`src/rtl/hazard_stall_ctrl.sv`:
```
// rtl/hazard_stall_ctrl.sv - load-use / mul-div hazard and stall controller
// Combinational pipeline controls from a 4-state FSM plus saturating stall/flush counters.
module hazard_stall_ctrl #(
    parameter int ADDR_W   = 5,
    parameter int LOAD_LAT = 1,
    parameter int MDU_LAT  = 4,
    parameter int CNT_W    = 16
) (
    input  logic              clk_i,
    input  logic              rst_i,
    input  logic              ID_EX_MemRead_i,
    input  logic [ADDR_W-1:0] ID_EX_RDaddr_i,
    input  logic              ID_EX_MDU_i,
    input  logic [ADDR_W-1:0] RS1addr_i,
    input  logic [ADDR_W-1:0] RS2addr_i,
    input  logic              RS1use_i,
    input  logic              RS2use_i,
    input  logic              Branch_i,
    output logic              NoOp_o,
    output logic              Stall_o,
    output logic              PCWrite_o,
    output logic              EXHold_o,
    output logic              Flush_o,
    output logic [CNT_W-1:0]  stall_cnt_o,
    output logic [CNT_W-1:0]  flush_cnt_o
);

    localparam logic [1:0] ST_RUN       = 2'd0;
    localparam logic [1:0] ST_LOAD_WAIT = 2'd1;
    localparam logic [1:0] ST_MDU_WAIT  = 2'd2;
    localparam logic [1:0] ST_MDU_DONE  = 2'd3;

    localparam bit         MDU_EN   = (MDU_LAT > 1);
    localparam bit         LOAD_MC  = (LOAD_LAT > 1);
    localparam bit         MDU_SHORT = (MDU_LAT == 2);
    localparam logic [3:0] LOAD_CNT = 4'(LOAD_LAT - 1);
    localparam logic [3:0] MDU_CNT  = 4'(MDU_LAT - 2);

    logic [1:0]       r_state;
    logic [3:0]       r_cnt;
    logic [CNT_W-1:0] r_stall_cnt;
    logic [CNT_W-1:0] r_flush_cnt;

    logic [1:0] w_state_nxt;
    logic [3:0] w_cnt_nxt;
    logic       w_hazard;
    logic       w_mdu_go;
    logic       w_noop;
    logic       w_stall;
    logic       w_pcwrite;
    logic       w_exhold;
    logic       w_flush;

    assign w_hazard = ID_EX_MemRead_i && (ID_EX_RDaddr_i != '0) &&
                      ((RS1use_i && (RS1addr_i == ID_EX_RDaddr_i)) ||
                       (RS2use_i && (RS2addr_i == ID_EX_RDaddr_i)));

    // MDU_DONE deliberately excluded: the finished mul/div is still in EX there
    assign w_mdu_go = MDU_EN && ID_EX_MDU_i && (r_state == ST_RUN);

    always_comb begin
        w_noop      = 1'b0;
        w_stall     = 1'b0;
        w_pcwrite   = 1'b1;
        w_exhold    = 1'b0;
        w_flush     = 1'b0;
        w_state_nxt = r_state;
        w_cnt_nxt   = r_cnt;
        case (r_state)
            ST_LOAD_WAIT: begin
                w_noop    = 1'b1;
                w_stall   = 1'b1;
                w_pcwrite = 1'b0;
                w_cnt_nxt = r_cnt - 4'd1;
                if (r_cnt == 4'd1) begin
                    w_state_nxt = ST_RUN;
                end
            end
            ST_MDU_WAIT: begin
                w_exhold  = 1'b1;
                w_stall   = 1'b1;
                w_pcwrite = 1'b0;
                w_cnt_nxt = r_cnt - 4'd1;
                if (r_cnt == 4'd1) begin
                    w_state_nxt = ST_MDU_DONE;
                end
            end
            default: begin
                if (w_mdu_go) begin
                    w_exhold  = 1'b1;
                    w_stall   = 1'b1;
                    w_pcwrite = 1'b0;
                    if (MDU_SHORT) begin
                        w_state_nxt = ST_MDU_DONE;
                    end else begin
                        w_state_nxt = ST_MDU_WAIT;
                        w_cnt_nxt   = MDU_CNT;
                    end
                end else if (w_hazard) begin
                    w_noop    = 1'b1;
                    w_stall   = 1'b1;
                    w_pcwrite = 1'b0;
                    if (LOAD_MC) begin
                        w_state_nxt = ST_LOAD_WAIT;
                        w_cnt_nxt   = LOAD_CNT;
                    end else begin
                        w_state_nxt = ST_RUN;
                    end
                end else begin
                    w_flush     = Branch_i;
                    w_state_nxt = ST_RUN;
                end
            end
        endcase
    end

    // Reset masks the outputs combinationally so an aborted stall vanishes before the next edge
    assign NoOp_o    = w_noop    && !rst_i;
    assign Stall_o   = w_stall   && !rst_i;
    assign PCWrite_o = w_pcwrite || rst_i;
    assign EXHold_o  = w_exhold  && !rst_i;
    assign Flush_o   = w_flush   && !rst_i;

    always_ff @(posedge clk_i or posedge rst_i) begin
        if (rst_i) begin
            r_state     <= ST_RUN;
            r_cnt       <= 4'd0;
            r_stall_cnt <= '0;
            r_flush_cnt <= '0;
        end else begin
            r_state <= w_state_nxt;
            r_cnt   <= w_cnt_nxt;
            if (!PCWrite_o && (r_stall_cnt != '1)) begin
                r_stall_cnt <= r_stall_cnt + CNT_W'(1);
            end
            if (Flush_o && (r_flush_cnt != '1)) begin
                r_flush_cnt <= r_flush_cnt + CNT_W'(1);
            end
        end
    end

    assign stall_cnt_o = r_stall_cnt;
    assign flush_cnt_o = r_flush_cnt;

endmodule

```
`config.mk`:
```
export PLATFORM = sky130hd
export DESIGN_NAME = hazard_stall_ctrl
export DESIGN_NICKNAME = d
export VERILOG_FILES = /design/src/rtl/hazard_stall_ctrl.sv
export SDC_FILE = /design/constraint.sdc
export NUM_CORES = 1
export LEC_CHECK = 0
export ABC_AREA = 1
export BUFFER_PORTS_ARGS = -buffer_cell sky130_fd_sc_hd__buf_2
export CAP_MARGIN = 20
export CELL_PAD_IN_SITES_DETAIL_PLACEMENT = 0
export CELL_PAD_IN_SITES_GLOBAL_PLACEMENT = 2
export CORE_MARGIN = 1
export CORE_UTILIZATION = 28
export CTS_BUF_LIST = sky130_fd_sc_hd__clkbuf_8
export DETAILED_ROUTE_END_ITERATION = 6
export PLACE_DENSITY_LB_ADDON = 0.1
export SLEW_MARGIN = 5
export SYNTH_ARGS = -nofsm -noshare
export SYNTH_HDL_FRONTEND = slang
export SYNTH_SLANG_ARGS = --single-unit
```
`constraint.sdc`:
```
create_clock -name clk_i -period 2.79 [get_ports clk_i]
set_clock_uncertainty 0.1 [all_clocks]
set_input_delay 0.558 -clock clk_i [delete_from_list [all_inputs] [get_ports clk_i]]
set_output_delay 0.558 -clock clk_i [all_outputs]
set_load 0.02 [all_outputs]
```
## Word-level counts from Yosys, hierarchy flattened

Index checks and enable logic that the tools add are counted.

- Output and inout bits: 37
- Flip-flop bits (word level): 38
- Bits of input ports: 22
- Logic and storage cells: 55

- Equal/unequal tests: 9
- Mux-type cells: 19
- Reduce and logical (&&, ||, !) cells: 20
- $add $sub $neg: 3

Operator list:

| operator | number |
|---|---|
| $add A16 B1 Y16 const B | 2 |
| $ne A16 B16 Y1 const B | 2 |
| $logic_and A1 B1 Y1 | 11 |
| $mux W1 | 11 |
| $eq A5 B5 Y1 | 2 |
| $mux W4 | 2 |
| $mux W2 | 3 |
| $reduce_bool A5 Y1 | 1 |
| $eq A4 B1 Y1 const B | 1 |
| $ne A2 B2 Y1 const B | 2 |
| $pmux W1 S2 | 2 |
| $pmux W2 S2 | 1 |
| $sub A4 B1 Y4 const B | 1 |
| $eq A2 B1 Y1 const B | 1 |
| $eq A2 B2 Y1 const B | 1 |
| $logic_not A1 Y1 | 2 |
| $logic_not A2 Y1 | 1 |
| $logic_or A1 B1 Y1 | 2 |
| $reduce_and A2 Y1 | 1 |
| $reduce_bool A2 Y1 | 1 |
| $reduce_or A2 Y1 | 1 |

## Longest topological paths before layout

- Word-level depth: 10
- Gate-level depth with buffers: 12
- Gate-level depth less buffers: 11

## Least setup slack after synthesis

Ideal clock, no wire load.

- Path kind: input to output
- From: input port rst_i
- To: output port Stall_o
- Data required time: 2.132 ns
- Path buffers: 1
- Setup slack: -0.631 ns
- Data arrival time: 2.763 ns
- Stages: 4
- Cells stage by stage: clkinv_1 -> clkbuf_1 -> nand2_1 -> inv_2

- Longest elaborated chain between the ends: 2

Ends and longest elaborated chain:

| item | RTL line | source |
|---|---|---|
| start, declared | 10 | `input logic rst_i,` |
| $logic_not A1 Y1 (no line) | -- |  |
| $logic_and A1 B1 Y1 | 119 | `assign Stall_o = w_stall && !rst_i;` |
| end, declared | 20 | `output logic Stall_o,` |

No other way between the ends.

## Worst setup path after layout

- From: register r_state[0]
- To: output port Flush_o

- Longest elaborated chain between the ends: 5
- Elaborated cells between the ends (all ways): 8
- Classes of those cells: eq/ne: 2; mux: 2; reduce/logical: 4

Ends and longest elaborated chain:

| item | RTL line | source |
|---|---|---|
| start, declared | 39 | `logic [1:0] r_state;` |
| start signal, assigned | 131 | `r_state <= w_state_nxt;` |
| $logic_not A2 Y1 | 59 | `assign w_mdu_go = MDU_EN && ID_EX_MDU_i && (r_state == ST_RUN);` |
| $logic_and A1 B1 Y1 | 59 |  |
| $mux W1 | 89 | `if (w_mdu_go) begin` |
| $mux W1 * | 69 | `case (r_state)` |
| $logic_and A1 B1 Y1 * | 122 | `assign Flush_o = w_flush && !rst_i;` |
| end, declared | 23 | `output logic Flush_o,` |

Mark *: on every way between the ends. The rest lies on a longest branch, timed or not.

==> flow_metrics.env <==
export IMPL_grt_overflow_total=0
export IMPL_crit_fanout=19
export IMPL_clock_sinks=38
export IMPL_synth_most_common_cell="nand2_1"
export IMPL_dieArea_sq_um=9930
export IMPL_power_leakage_uw=0.00169
export IMPL_whs_ns=0.411
export IMPL_syn_cell_area_sq_um=2670
export IMPL_clkTransAtPathRegs_ns=0.08
export IMPL_fmax_mhz=377
export IMPL_drive_gt1_frac=0.212
export IMPL_pre_cts_ws_ns=0.309
export IMPL_fin_crit_sh=0.951
export IMPL_cp_required_ns=2.13
export IMPL_endpoint_kind="primary output"
export IMPL_grt_pass1_vias=2504
export IMPL_slew_headroom=0.553
export IMPL_r2r_slack_ns=0.60
export IMPL_worstPathArrival_ns=2.00
export IMPL_synth_nets=402
export IMPL_grtUsageTotal=0.154
export IMPL_cp_startpoint="r_state[0]"
export IMPL_place_congestion=0.741
export IMPL_cts_max_level=2
export IMPL_rows=35
export IMPL_tightest_slew_ns=0.670
export IMPL_synth_top_flop_cell="dfrtp_1"
export IMPL_ys_async_sr_fraction=1.00
export IMPL_wl_um=7070
export IMPL_antenna_found_initial=0
export IMPL_setup_tns_ns=0
export IMPL_reg2reg_from="stall_cnt_o[0]"
export IMPL_first_pass_iters=4
export IMPL_cp_top_family="simple AND/OR/NAND/NOR gates"
export IMPL_synth_common_cells="nand2_1, dfrtp_1, nand4_1"
export IMPL_cts_hold_buf=0
export IMPL_fin_nets=462
export IMPL_ir_drop_uv=252
export IMPL_final_hold_viol_count=0
export IMPL_die_x_um=99.6
export IMPL_ys_seq_area_frac=0.356
export IMPL_ys_warn_count=0
export IMPL_drv_slew=0
export IMPL_avgSynthCellArea_sq_um=7.15
export IMPL_synth_distinct_cells=31
export IMPL_yosys_register_bits=38
export IMPL_rsz0062_at_grt="no"
export IMPL_drc=0
export IMPL_areaGrowthSynthToFinish_pct=21.0
export IMPL_synth_edff_count=0
export IMPL_vias=2587
export IMPL_ctsLongestPathBuffers=2
export IMPL_n_fill_cell=1017
export IMPL_finalWorstSetupSlack_ns=0.136
export IMPL_period_needed_ns=2.65
export IMPL_cts_setup_buffers=0
export IMPL_initial_core_util=0.289
export IMPL_grt_max_degree=55
export IMPL_vias_per_cell=4.60
export IMPL_yosysTopAreaCellShare=0.356
export IMPL_worstPathCellList="inv_1, ha_1, nor2_4, nand2_4, nor3_1, buf_2"
export IMPL_wl_per_cell_um=12.6
export IMPL_postCtsResizedCells=0
export IMPL_syn_inst=373
export IMPL_hold_path_class="register to register"
export IMPL_powerDensity_nw_per_um2=705
export IMPL_status="finished, final reports clean"
export IMPL_setup_viol=0
export IMPL_io_pins=59
export IMPL_dp_hpwl_um=5190
export IMPL_tritoncts="done"
export IMPL_ant_nets=0
export IMPL_die_h_um=99.6
export IMPL_yosys_top_cells_area="dfrtp_1, nand2_1, nand4_1"
export IMPL_coreArea_sq_um=9240
export IMPL_critPathMaxStageDelay_ns=0.41
export IMPL_critPathKind="register to primary output"
export IMPL_diodes=0
export IMPL_portBuffers=58
export IMPL_report_power_total_uw=2280
export IMPL_yosysTopAreaCell="dfrtp_1"
export IMPL_grt_pass1_wl_um=12300
export IMPL_slowest_stage="ha_1"
export IMPL_critPathLaunchType="register"
export IMPL_cts_buffers=5
export IMPL_cts_root_buf="clkbuf_8"
export IMPL_worstHoldStart="r_cnt[3]"
export IMPL_first_iter_violations=54
export IMPL_clk_latency_ns=0.30
export IMPL_drv_cap=0
export IMPL_critPathBufInv=2
==> kinds of logic after synthesis <==
group / after synthesis / share of synthesized area
DFF: 38 / 0.356
and+or+nand+nor: 243 / 0.426
xor gates and xnor gates: 26 / 0.0853
AOI/OAI and AO/OA: 10 / 0.0211
adders and majority gates: 7 / 0.0328
buffers and inverters: 49 / 0.0783
==> through the flow <==
stage,instances,util,area [sq um]
finish,563,0.349,3230
CTS,563,0.349,3230
global route,563,0.349,3230
floorplan,373,-,2670
detailed placement,555,0.335,3090
global placement,555,0.335,3090
==> placed cells by master (no fill, tap or decap) <==
cell         n
nand2_1    129
buf_2       58
nand4_1     38
dfrtp_1     38
nor2_1      33
inv_1       32
nand3_1     17
xor2_1      14
xnor2_1     12
nor3_1      10
inv_2        8
ha_1         7
clkbuf_8     5
nand2_2      4
o21ai_0      4
buf_4        4
nor3_2       3
a21oi_1      3
nand3b_1     2
bufinv_16    2
o21ai_1      1
nor2_4       1
nand2_4      1
nor2_2       1
nand3_4      1
a21oi_2      1
nand4_2      1
nand4_4      1
or3_1        1
a22oi_1      1
clkinv_4     1
==> worst paths after layout <==
path | to | cells after the start
max | Flush_o | 6
max in group asynchronous | flush_cnt_o[7] | 3
min | r_cnt[3] | 1
min in group asynchronous | r_cnt[0] | 3
min reg2reg | r_cnt[3] | 1
max reg2reg | stall_cnt_o[12] | 9
==> power breakdown <==
part	internal (uW)	leakage [uW]	switching, uW	total (uW)
Sequential	647	0.000511	115	762
Combinational	303	0.00111	635	938
Clock	359	0.0000683	217	576
Total	1310	0.00169	967	2280
==> final cells by class <==
cell class	count	area [sq um]	share of cell area
sequential	38	951	0.294
timing repair buffer	62	320	0.0992
inverter	40	150	0.0465
tap	129	161	0.0500
clock buffer	5	68.8	0.0213
multi-input combinational	286	1510	0.467
clock inverter	3	68.8	0.0213
==> sequential cells by signal (all words and copies together) (netlist names) <==
signal / cells
flush_cnt_o: 16
r_cnt: 4
r_state: 2
stall_cnt_o: 16
==> metal layers <==
metal,up-vias,track usage,share of wire
met5,-,0,0
met4,0,0.0373,0.0096
met3,5,0.0253,0.032
met2,41,0.261,0.48
met1,1201,0.205,0.48
li1,1340,-,-
Power figures use the tool's default switching activity.
